### src/rtl/seven_bit_vector_reverse.sv
// seven_bit_vector_reverse
// Bit-order conversion stage. Mirrors a word bit-by-bit, or reverses the
// order of 2-bit or 4-bit groups while keeping bit order inside each group,
// or passes the word through unchanged. The result is either registered
// with one cycle of latency or presented combinationally.
module seven_bit_vector_reverse #(
    parameter int unsigned WIDTH      = 8,
    parameter bit          REGISTERED = 1'b1
) (
    input  logic             clk,
    input  logic             rst,
    input  logic             in_valid,
    input  logic [WIDTH-1:0] in_vector,
    input  logic [1:0]       mode,
    output logic             out_valid,
    output logic [WIDTH-1:0] out_vector
);

    localparam int unsigned GROUPS2 = WIDTH / 2;
    localparam int unsigned GROUPS4 = WIDTH / 4;

    localparam logic [1:0] MODE_BIT   = 2'b00;
    localparam logic [1:0] MODE_PAIR  = 2'b01;
    localparam logic [1:0] MODE_NIBB  = 2'b10;

    // Pure permutation: every output bit is driven by exactly one input bit,
    // so no output bit can be left undriven in any mode.
    function automatic logic [WIDTH-1:0] reorder(input logic [WIDTH-1:0] v,
                                                 input logic [1:0]       m);
        logic [WIDTH-1:0] r;
        r = v;
        case (m)
            MODE_BIT: begin
                for (int unsigned i = 0; i < WIDTH; i++) begin
                    r[i] = v[WIDTH-1-i];
                end
            end
            MODE_PAIR: begin
                for (int unsigned k = 0; k < GROUPS2; k++) begin
                    r[2*k +: 2] = v[2*(GROUPS2-1-k) +: 2];
                end
            end
            MODE_NIBB: begin
                for (int unsigned k = 0; k < GROUPS4; k++) begin
                    r[4*k +: 4] = v[4*(GROUPS4-1-k) +: 4];
                end
            end
            default: r = v;
        endcase
        return r;
    endfunction

    logic [WIDTH-1:0] reordered;

    // Reordering network, shared by both output styles
    always_comb begin
        reordered = reorder(in_vector, mode);
    end

    generate
        if (REGISTERED) begin : g_reg
            // Output register: reset clears, valid words load, idle cycles hold
            always_ff @(posedge clk) begin
                if (rst) begin
                    out_valid  <= 1'b0;
                    out_vector <= '0;
                end else begin
                    out_valid <= in_valid;
                    if (in_valid) begin
                        out_vector <= reordered;
                    end
                end
            end
        end else begin : g_comb
            logic unused_clk_rst;
            assign unused_clk_rst = clk ^ rst;

            // Combinational passthrough of the reordered word
            always_comb begin
                out_valid  = in_valid;
                out_vector = reordered;
            end
        end
    endgenerate

endmodule

### config.mk
export PLATFORM = sky130hd
export DESIGN_NAME = seven_bit_vector_reverse
export DESIGN_NICKNAME = d
export VERILOG_FILES = /design/src/rtl/seven_bit_vector_reverse.sv
export SDC_FILE = /design/constraint.sdc
export NUM_CORES = 1
export LEC_CHECK = 0
export CORE_UTILIZATION = 41
export DETAILED_ROUTE_END_ITERATION = 8
export GPL_TIMING_DRIVEN = 0
export PLACE_DENSITY = 0.76
export SLEW_MARGIN = 20
export SYNTH_ARGS = -nofsm -noshare
export SYNTH_HDL_FRONTEND = slang
export SYNTH_SLANG_ARGS = --single-unit
### constraint.sdc
create_clock -name clk -period 1.2 [get_ports clk]
set_input_delay 0.24 -clock clk [delete_from_list [all_inputs] [get_ports clk]]
set_output_delay 0.24 -clock clk [all_outputs]
set_load 0.05 [all_outputs]
# Yosys cells after proc, flatten, opt, wreduce, memory -nomap -nowiden
# Index checks and enable logic that the tools add are counted.
# totals
regBits	9
latch_bits	0
ram_bits	0
mem_bits_ro	0
inputBits	13
output_inout_bits	9
word_cells	6
memories	0
# op_classes
add_sub_neg	0
mul	0
div_mod_pow	0
n_lt_le_gt_ge	0
eq_ne	2
n_shift	0
muxes	1
n_bitwise	0
reduce_logical	1
# ops
op	n
8-bit case mux with 3 select lines	1
2-bit by 1-bit == test with 1-bit output (second input constant)	1
2-bit == test (second input constant)	1
2-bit zero test	1

# Depth between registers and ports, before layout
# Gate-level depths: netlist of run 1.
# logic_depth
ltp_word	2
depth_mapped	4
depth_no_buf	2

# Worst setup path before layout of run 1
# Ideal clock, no wire load.
# synth_timing
path_kind	register -> register
startpoint	reg out_vector[2] (netlist name)
endpoint	reg out_vector[2]
setup_time_ns	0.079
arrival_time_ns	1.153
required_time_ns	1.121
slack_ns	-0.032
stages_incl_launch_ff	3
n_path_buf	0
synth_period_minus_slack_ns	1.232
cell_sequence	dfxtp_1 > or3b_2 > o221ai_2
# synth_rtl
element	line	rtl
end signal, assigned	70	out_vector <= reordered;
end, declared	16	output logic [WIDTH-1:0] out_vector

==> results of run 1 <==
## registers in the layout, summed over array words and instances, names as in the netlist
register    count
out_valid       1
out_vector      8
## power by group through the flow
stage / Sequential, mW / Clock, mW / Combinational (mW)
after global placement: 0.341 / 0 / 0.278
after CTS: 0.336 / 0.245 / 0.279
final: 0.335 / 0.237 / 0.268
after global routing: 0.337 / 0.262 / 0.284
after detailed placement: 0.342 / 0 / 0.277
after floorplan: 0.422 / 0 / 0.0919
## cell type report
type	instances	area share
multi-input cells	35	0.4292
plain buffers	5	0.07075
flip-flops and latches	9	0.2390
repair buffers	21	0.2060
well taps	14	0.02201
clock buffers	4	0.03302
## cell usage in the layout, fill, tap and decap left out
master	n
mux2i_1	16
clkdlybuf4s50_1	9
buf_2	9
or3b_2	8
dfxtp_2	8
o221ai_1	7
buf_6	3
clkbuf_4	3
buf_4	2
or3b_1	1
buf_8	1
nand3b_4	1
o221ai_2	1
nor2b_1	1
clkbuf_1	1
dlymetal6s2s_1	1
dlygate4sd2_1	1
dfxtp_1	1
## cell families (layout without fill, tap and decap cells)
family | count (synthesis) | in the layout
mux | 16 | 16
simple gates | 11 | 11
flops | 9 | 9
compound gates | 8 | 8
buf+inv | 5 | 30
## routing by layer
layer  part of all wire  vias to the layer above  wire length, um  global-route usage
li1                   -                      247                -                   -
met1               0.43                      227              604              0.2195
met2               0.49                       17              694              0.3708
met3              0.069                        5               98              0.1040
met4              0.011                        0               16             0.05172
met5                  0                        -                0                   0
## worst max-delay path, cell delays in order
cell and delay, ns:
clkdlybuf4s50_1 0.44, or3b_1 0.38, buf_6 0.15, o221ai_2 0.15
## worst max path at each step
stage             startpoint            end  slack, ns  depth (start not counted)
6_report                 rst  out_vector[2]      0.009                          4
5_1_grt                  rst  out_vector[4]      -0.01                          4
4_1_cts        out_vector[1]  out_vector[1]      0.001                          1
3_5_place_dp             rst  out_vector[4]      -0.41                          4
3_3_place_gp             rst  out_vector[7]      -0.41                          4
2_1_floorplan  out_vector[2]  out_vector[2]       0.12                          2
## cell usage after synthesis
library cell  count  area (um^2)
buf_4             1        7.510
o221ai_2          1        15.01
mux2i_1          16        160.2
dfxtp_1           9        180.2
nand3b_2          1        11.26
clkbuf_1          1        3.750
nor2b_1           1        6.260
o221ai_1          7        61.31
clkbuf_2          1        5.000
buf_6             2        22.52
or3b_2            8        70.07
or3b_1            1        8.760
## metrics by stage
step,utilization,cells
6_report,0.6795,88
5_1_grt,0.6795,88
4_1_cts,0.7158,88
3_5_place_dp,0.6656,83
3_3_place_gp,0.6656,83
2_1_floorplan,-,49
## what timing repair did
action | CTS | global route
gates resized for setup | 35 | 20
setup buffers | 1 | 0
hold buffers | 0 | 0
endpoints found under the setup margin | 17 | 16
pin swaps | 0 | 0
==> key figures, run 1 <==
Placed design
  – # port buffers: 20
  – Dpl cell area: approximately 800 um^2
  – Pre-CTS WS: -0.4086 ns
  – GP Congestion: around 0.76
  – HPWL after DPL: 914.3 um

Clock network
  – Clock latency on the worst-skew pair: between 0.2 and 0.3 ns
  – CTS max path bufs: 2
  – Total CTS buffers: 3
  – Clk sinks: 9
  – CTS tree: yes
  – Root Buffer: clkbuf_4
  – Htree depth: 1
  – Reg clk slew, reported paths: 0.07 ns

Layout
  – Multi-input logic area: approximately 340 um^2
  – Register Area: roughly 190 um^2
  – Final net count: 88
  – Share of layout cells above drive strength 1: 0.4865
  – Ant diodes: 0
  – Layout area overhead: 44.22%
  – Fillcell total: between 100 and 150
  – Post-route cell area: 795.8 um^2

STA
  – WHS: about 0.4 ns
  – Worst rel slew slack: 0.8306
  – Total negative setup slack: 0 ns
  – Fin crit share: 0.9922
  – Setup ws final: 0.009309 ns
  – Final hold violations: 0
  – Setup Skew: 0 ns
  – Minimum clock period: 1.191 ns
  – Fmax: around 840 MHz
  – Final setup fails: 0
  – Actual slew at the worst max-slew pin: approximately 0.26 ns
  – Final Slew Violations: 0

Floorplanning
  – DIE AREA: ~1500 um^2
  – Core area: around 1200 um^2
  – IO Pins: 22
  – Rows: 12
  – Die Y-Extent: between 30 and 40 um
  – Starting density of the core: 0.4712
  – Die width: a little under 40 um

Yosys
  – Library cells used by synthesis: 12
  – Post-synthesis register bit count: 9
  – Sequential cell area fraction in the yosys report: 0.3265
  – Synth Cell Area: 551.8 um^2
  – Post-synthesis mux area share: 0.2902
  – Synthesized instance count: 49
  – Post-Synth Adder-Cell Area: 0
  – Post-synthesis simple-gate area fraction: 0.1746
  – Post-synthesis xor/xnor area fraction: 0
  – Synth Net Count: 62
  – Largest family of logic cells by synthesized area: multiplexers
  – Synth warn: 0
  – Syn avg cell area: roughly 11 um^2
  – Compound-Gate Fraction of Synth Area: 0.1383

Routing
  – Wirelength per Cell: about 16 um
  – DRT Wirelength: 1414 um
  – # DRC: 0
  – Via count: between 400 and 500
  – Initial DRC Count: 2
  – Vias/cell: between 5 and 6
  – Post-route ant nets: 0
  – First-pass iteration count of the detailed router: 4

Critical path
  – Reg2Reg Depth: 2
  – Crit path kind: primary input to flip-flop
  – Reg2reg setup slack: around 0.27 ns
  – FF-to-FF End: out_vector[6]
  – Worst Setup Start Kind: primary input
  – Worst Setup End Kind: flip-flop
  – Crit Reg-Reg Startpoint: out_vector[6]
  – Critical Path RT: 1.38 ns
  – WP data arrival: about 1.4 ns
  – Critical path fanouts, max: 8

Run
  – Max Cap Viol: 0

Power
  – Switching part of the total: 0.3264
  – LEAKAGE: ~0.38 nW
  – Total power: approximately 0.84 mW
  – Internal Power: roughly 0.57 mW
  – Total net switching power: around 0.27 mW
  – Gate power share: 0.319
  – Clock power share: 0.282
  – Max IR drop VDD: roughly 0.7 mV
  – Share of total power in sequential cells: 0.399
  – Cell Pwr Density: roughly 1100 nW/um^2

Global routing
  – Total Routing Usage GR: 0.2105
  – Remaining Overflow, GRT: 0
  – Initial antenna violation count: 0
  – Global-route wire length before repair: approximately 2100 um
  – Vias in the first global route: between 400 and 500
  – Largest net degree at the start of global routing: 11

Min path
  – Hold Crit Class: primary input to flip-flop
  – Worst hold path depth: 3
  – HP Start: mode[0]
  – Hold path endpoint: out_vector[5]

Status
  – Outcome: finished clean
Note: power is estimated with default switching activity, not from simulation.
==> inputs of run 2 (changes only) <==
- REMOVE_ABC_BUFFERS: not set -> 1
- clock period: 1.2 -> 1.26 ns (I/O delays scaled with it)
==> run 2 against run 1 <==
Global-route usage is 1.2 points lower. Sequential share of layout area is 0.75 points lower. Via count shrank 8.9%. Cell count decreased by 5.7%. Highest routed layer unchanged. Core utilization decreased by 1.5 points. Clock power shrank 6%. Largest cell class unchanged. Sequential cell count is the same. Die area is the same. Clock skew stayed put. Combinational power down 7.5%.
==> key figures, run 2 (synthesis gave the netlist of run 1 again) <==
STA
  – Fmax: 826.9 MHz
  – Final setup fails: 0 (unchanged)
  – Setup ws final: 0.05072 ns (+0.04141 ns)
  – Actual slew at the worst max-slew pin: 0.4837 ns (+0.2279 ns)
  – Worst rel slew slack: 0.6775 (-0.1531)
  – Final Slew Violations: 0 (unchanged)
  – Fin crit share: 0.9597
  – RSZ-0062 raised after global routing: false
  – Minimum clock period: 1.209 ns
  – Setup Skew: 0 ns (unchanged)
  – Final hold violations: 0 (unchanged)
  – WHS: 0.5063 ns (+0.1095 ns)

Routing
  – Vias/cell: 5.446 (-3.4%)
  – Post-route ant nets: 0 (unchanged)
  – Via count: 452 (-8.9%)
  – First-pass iteration count of the detailed router: 2 (-2)
  – DRT Wirelength: 1207 um (-15%)
  – Initial DRC Count: 3 (+1)
  – # DRC: 0 (unchanged)
  – Wirelength per Cell: 14.54 um (-9.5%)

Critical path
  – Crit Reg-Reg Startpoint: out_vector[4]
  – Critical path depth: 1 (-3)
  – Slowest CP cell: clkdlybuf4s15_2
  – Crit path largest cell delay: 0.37 ns (-0.07 ns)
  – WP data arrival: 0.96 ns (-0.41 ns)
  – Worst Setup Start Kind: flip-flop
  – FF-to-FF End: out_vector[4]
  – Critical path fanouts, max: 2 (-6)
  – CP cell instances: clkdlybuf4s15_2
  – Crit path from: out_vector[2]
  – Worst Setup End Kind: output pin
  – Critical Path RT: 1.01 ns (-0.37 ns)
  – Top Family by Delay on Critical Path: buffers and inverters
  – Buf+Inv Stages, Crit Path: 1 (-1)
  – Reg2reg setup slack: 0.34 ns (+0.07 ns)
  – Crit path kind: flip-flop to output pin
  – Worst Setup EP: out_vector[2]
  – Reg2Reg Depth: 2 (unchanged)

Layout
  – Commonest non-fill, non-tap cell in the layout: mux2i_1
  – Largest register by flop count: out_vector
  – Largest regs: out_vector: 8 flops, out_valid: 1 flops
  – Layout area overhead: 41.04%
  – Largest register FFs: 8 (unchanged)
  – Most frequent cells in the layout: mux2i_1 (16), clkdlybuf4s15_2 (9), clkdlybuf4s50_1 (9), dfxtp_1 (9), or3b_2 (8)
  – Ant diodes: 0 (unchanged)
  – Share of layout cells above drive strength 1: 0.3478 (-0.1387)
  – Final std cells w/o fill: 83 (-5.7%)
  – Final net count: 83 (-5.7%)

Power
  – Max IR drop VDD: 0.6099 mV (-13%)
  – LEAKAGE: 0.3189 nW (-15%)
  – Share of total power in sequential cells: 0.400 (about the same)
  – Total net switching power: 0.2530 mW (-7.7%)
  – Gate power share: 0.316 (-0.003)
  – Internal Power: 0.5336 mW (-5.7%)
  – Cell Pwr Density: 1011 nW/um^2 (-4.2%)
  – Total power: 0.7866 mW (-6.3%)
  – Switching part of the total: 0.3216 (-0.004854)
  – Clock power share: 0.284 (+0.002)

Clock network
  – Root Buffer: clkbuf_4
  – CTS max path bufs: 2 (unchanged)
  – Total CTS buffers: 3 (unchanged)
  – Clk sinks: 9 (unchanged)
  – Reg clk slew, reported paths: 0.07 ns (about the same)
  – Post-CTS Setup Inserts: 0 (-1)
  – Htree depth: 1 (unchanged)
  – Clock latency on the worst-skew pair: 0.26 ns (about the same)
  – CTS tree: yes

Floorplanning
  – Die width: 38.69 um (unchanged)
  – IO Pins: 22 (unchanged)
  – Starting density of the core: 0.4712 (unchanged)
  – Die Y-Extent: 38.69 um (unchanged)
  – DIE AREA: 1497 um^2 (unchanged)
  – Core area: 1171 um^2 (unchanged)
  – Rows: 12 (unchanged)

Placed design
  – Placed Cells: 79 (-4.8%)
  – # port buffers: 21 (+5.0%)
  – Pre-CTS WS: -0.6176 ns (-0.2089 ns)
  – HPWL after DPL: 852.4 um (-6.8%)
  – GP Congestion: 0.7064 (-6.8%)

Global routing
  – Vias in the first global route: 403 (-14%)
  – Global-route wire length before repair: 1938 um (-6.4%)
  – Initial antenna violation count: 0 (unchanged)
  – Largest net degree at the start of global routing: 17 (+6)
  – Remaining Overflow, GRT: 0 (unchanged)
  – Total Routing Usage GR: 0.1981 (-0.01245)

Status
  – Outcome: finished clean

Min path
  – HP Start: rst
  – Hold Crit Class: primary input to flip-flop

Run
  – Max Cap Viol: 0 (unchanged)
run 2: layout make-up:
type                       instances  area [um^2]
tap                               14        17.52
timing repair buffer              21        219.0
fill                             101        392.9
clock buffer                       4        26.28
sequential                         9        180.2
multi-input combinational         35        335.3
run 2: worst register-to-register path, delay by kind of cell (launching register included):
| kind | cells | cell delay, ns |
|---|---|---|
| simple gates | 1 | 0.44 |
| compound gates | 1 | 0.08 |
| flops | 1 | 0.32 |
run 2: worst min-delay path by stage:
stage	to	slack [ns]	depth (start not counted)
floorplan	out_valid	0.32	1
global placement	out_vector[2]	0.61	2
detailed placement	out_vector[2]	0.61	2
CTS	out_valid	0.50	2
global route	out_valid	0.53	2
finish	out_valid	0.51	2
run 2: routing by layer:
metal	vias to the layer above	routed length (um)	global-route usage	part of all wire
li1	233	-	-	-
met1	202	639	0.2746	0.53
met2	15	451	0.2750	0.37
met3	2	104	0.05202	0.086
met4	0	11	0.1034	0.0091
met5	-	0	0	0
run 2: power by group through the flow:
stage          combinational, mW  sequential, mW  clock (mW)
5_1_grt                    0.263           0.318       0.250
2_1_floorplan             0.0639           0.397           0
6_report                   0.248           0.315       0.223
3_5_place_dp               0.256           0.322           0
4_1_cts                    0.250           0.315       0.232
3_3_place_gp               0.257           0.321           0
run 2: what timing repair did:
action / in CTS / in global routing
endpoints found under the setup margin: 17 / 1
resized for setup: 33 / 1
hold buffers: 0 / 0
run 2: metrics by stage:
stage	util	area (um^2)	TNS (ns)
after floorplan	-	513.0	0
after global routing	0.6645	778.2	0
after detailed placement	0.6325	740.7	-5.496
final	0.6645	778.2	0
after CTS	0.6656	779.5	0
after global placement	0.6325	740.7	-5.382
==> inputs of run 3 (changes only) <==
- CELL_PAD_IN_SITES_DETAIL_PLACEMENT: not set -> 1
- CELL_PAD_IN_SITES_GLOBAL_PLACEMENT: not set -> 1
- CORE_UTILIZATION: 41 -> 31
- PLACE_DENSITY: 0.76 -> 0.73
==> run 3 against run 2 <==
The flow now finishes with violations (design-rule violations). Sequential cell count stayed put. First-iteration DRC count grew to 2.7 times the previous value. Final area fell by 1.1%. Non-clock buffer count is the same. Fmax is 0.36% lower. Combinational power about the same. Core utilization decreased by 18 points. Highest routed layer unchanged.
==> key figures, run 3 (synthesis gave the netlist of run 1 again) <==
Routing
  – Initial DRC Count: 8 (+5)
  – DRT Wirelength: 1449 um (+20%)
  – Via count: 469 (+3.8%)
  – # DRC: 2 (+2)
  – Post-route ant nets: 0 (unchanged)
  – Vias/cell: 5.518 (+1.3%)
  – First-pass iteration count of the detailed router: 5 (+3)
  – Wirelength per Cell: 17.05 um (+17%)

Floorplanning
  – Rows: 14 (+2)
  – Die Y-Extent: 44.19 um (+14%)
  – IO Pins: 22 (unchanged)
  – DIE AREA: 1953 um^2 (+30%)
  – Starting density of the core: 0.3500 (-0.1212)
  – Die width: 44.19 um (+14%)
  – Core area: 1577 um^2 (+35%)

Critical path
  – Critical Path RT: 1.01 ns (about the same)
  – Buf+Inv Stages, Crit Path: 1 (unchanged)
  – Top Family by Delay on Critical Path: buffers and inverters
  – Worst Setup Start Kind: flip-flop
  – Critical path fanouts, max: 2 (unchanged)
  – CP cell instances: clkdlybuf4s15_2
  – WP data arrival: 0.96 ns (about the same)
  – Slowest CP cell: clkdlybuf4s15_2
  – Worst Setup End Kind: output pin
  – Crit path kind: flip-flop to output pin
  – Crit path largest cell delay: 0.37 ns (about the same)

Layout
  – Most frequent cells in the layout: mux2i_1 (16), clkdlybuf4s50_1 (9), dfxtp_1 (9)
  – Final core utilization: 0.4881 (-0.1764)
  – Largest register by flop count: out_vector
  – Commonest non-fill, non-tap cell in the layout: mux2i_1
  – Final net count: 83 (unchanged)
  – Register Area: 180.2 um^2 (unchanged)
  – Multi-input logic area: 335.3 um^2 (unchanged)
  – Final std cells w/o fill: 85 (+2.4%)
  – Share of layout cells above drive strength 1: 0.3478 (unchanged)
  – Largest register FFs: 8 (unchanged)
  – Largest regs: out_vector: 8 flops, out_valid: 1 flops
  – Layout area overhead: 39.46%
  – Ant diodes: 0 (unchanged)
  – Fillcell total: 184 (+82%)

STA
  – Setup Skew: 0 ns (unchanged)
  – Setup ws final: 0.04637 ns (-0.004348 ns)
  – Actual slew at the worst max-slew pin: 0.4994 ns (+0.01569 ns)
  – WHS: 0.5145 ns (+0.008238 ns)
  – Worst rel slew slack: 0.6671 (-0.01046)
  – Fmax: 824.0 MHz (-0.36%)
  – Final setup fails: 0 (unchanged)
  – Minimum clock period: 1.214 ns (+0.004348 ns)
  – Final hold violations: 0 (unchanged)
  – Final Slew Violations: 0 (unchanged)
  – RSZ-0062 raised after global routing: false
  – Fin crit share: 0.9632 (+0.003451)

Placed design
  – Placed Cells: 81 (+2.5%)
  – # port buffers: 21 (unchanged)
  – GP Congestion: 0.7040 (-0.34%)
  – Pre-CTS WS: -0.6209 ns (-0.003341 ns)
  – HPWL after DPL: 994.8 um (+17%)

Clock network
  – Reg clk slew, reported paths: 0.07 ns (about the same)
  – Root Buffer: clkbuf_4
  – CTS tree: yes
  – Total CTS buffers: 3 (unchanged)
  – Htree depth: 1 (unchanged)
  – Clk sinks: 9 (unchanged)
  – Clock latency on the worst-skew pair: 0.25 ns (about the same)
  – CTS max path bufs: 2 (unchanged)
  – Post-CTS Hold Fix Bufs: 0 (unchanged)

Power
  – Total net switching power: 0.2690 mW (+6.3%)
  – Clock power share: 0.296 (+0.012)
  – Cell Pwr Density: 1039 nW/um^2 (+2.8%)
  – Max IR drop VDD: 0.5252 mV (-14%)
  – Internal Power: 0.5302 mW (-0.63%)
  – Switching part of the total: 0.3366 (+0.01498)
  – Gate power share: 0.310 (-0.006)
  – Share of total power in sequential cells: 0.395 (-0.005)
  – Total power: 0.7992 mW (+1.6%)
  – LEAKAGE: 0.3205 nW (+0.51%)

Global routing
  – Largest net degree at the start of global routing: 17 (unchanged)
  – Global-route wire length before repair: 2518 um (+30%)
  – Remaining Overflow, GRT: 0 (unchanged)
  – Total Routing Usage GR: 0.1716 (-0.02648)
  – Initial antenna violation count: 0 (unchanged)
  – Vias in the first global route: 505 (+25%)

Status
  – Failing checks: design-rule violations
  – Outcome: complete, but fails checks

Min path
  – Hold Crit Class: primary input to flip-flop

Run
  – Max Cap Viol: 0 (unchanged)
[run 3: worst reg2reg max path, stage by stage (launching register included)]
cell	delay [ns]
dfxtp_1	0.35
or3b_2	0.44
o221ai_1	0.08
[run 3: final timing paths]
path | from | to | slack, ns | cells past startpoint
min | rst | out_valid | 0.51 | 2
max reg2reg | out_vector[1] | out_vector[1] | 0.31 | 2
max | out_vector[3] | out_vector[3] | 0.05 | 1
min reg2reg | out_vector[2] | out_vector[2] | 0.61 | 2
[run 3: layout make-up]
type,instances,area share
clock buffer,4,0.03415
multi-input combinational,35,0.4358
sequential,9,0.2341
tap,16,0.02602
timing repair buffer,21,0.2699
[run 3: metal layers]
| metal | part of all wire | track usage | vias to the layer above | wire (um) |
|---|---|---|---|---|
| met1 | 0.48 | 0.2362 | 222 | 701 |
| met4 | 0.0083 | 0.07273 | 0 | 12 |
| met5 | 0 | 0 | - | 0 |
| met2 | 0.45 | 0.2676 | 13 | 658 |
| met3 | 0.052 | 0.02449 | 2 | 76 |
| li1 | - | - | 232 | - |
[run 3: power by group through the flow]
stage	sequential, mW	combinational [mW]	clock, mW
after floorplan	0.397	0.0639	0
after global placement	0.320	0.259	0
after detailed placement	0.322	0.260	0
after CTS	0.316	0.252	0.242
after global routing	0.318	0.262	0.265
final	0.315	0.248	0.236
[run 3: repair_timing]
action | 4_1_cts | 5_1_grt
endpoints found under the setup margin | 17 | 2
setup buffers | 0 | 0
gates resized for setup | 33 | 4
[run 3: through the flow]
step | TNS (ns) | area [um^2]
6_report | 0 | 769.5
5_1_grt | 0 | 769.5
4_1_cts | 0 | 782.0
3_5_place_dp | -5.683 | 743.2
3_3_place_gp | -5.455 | 743.2
2_1_floorplan | 0 | 513.0
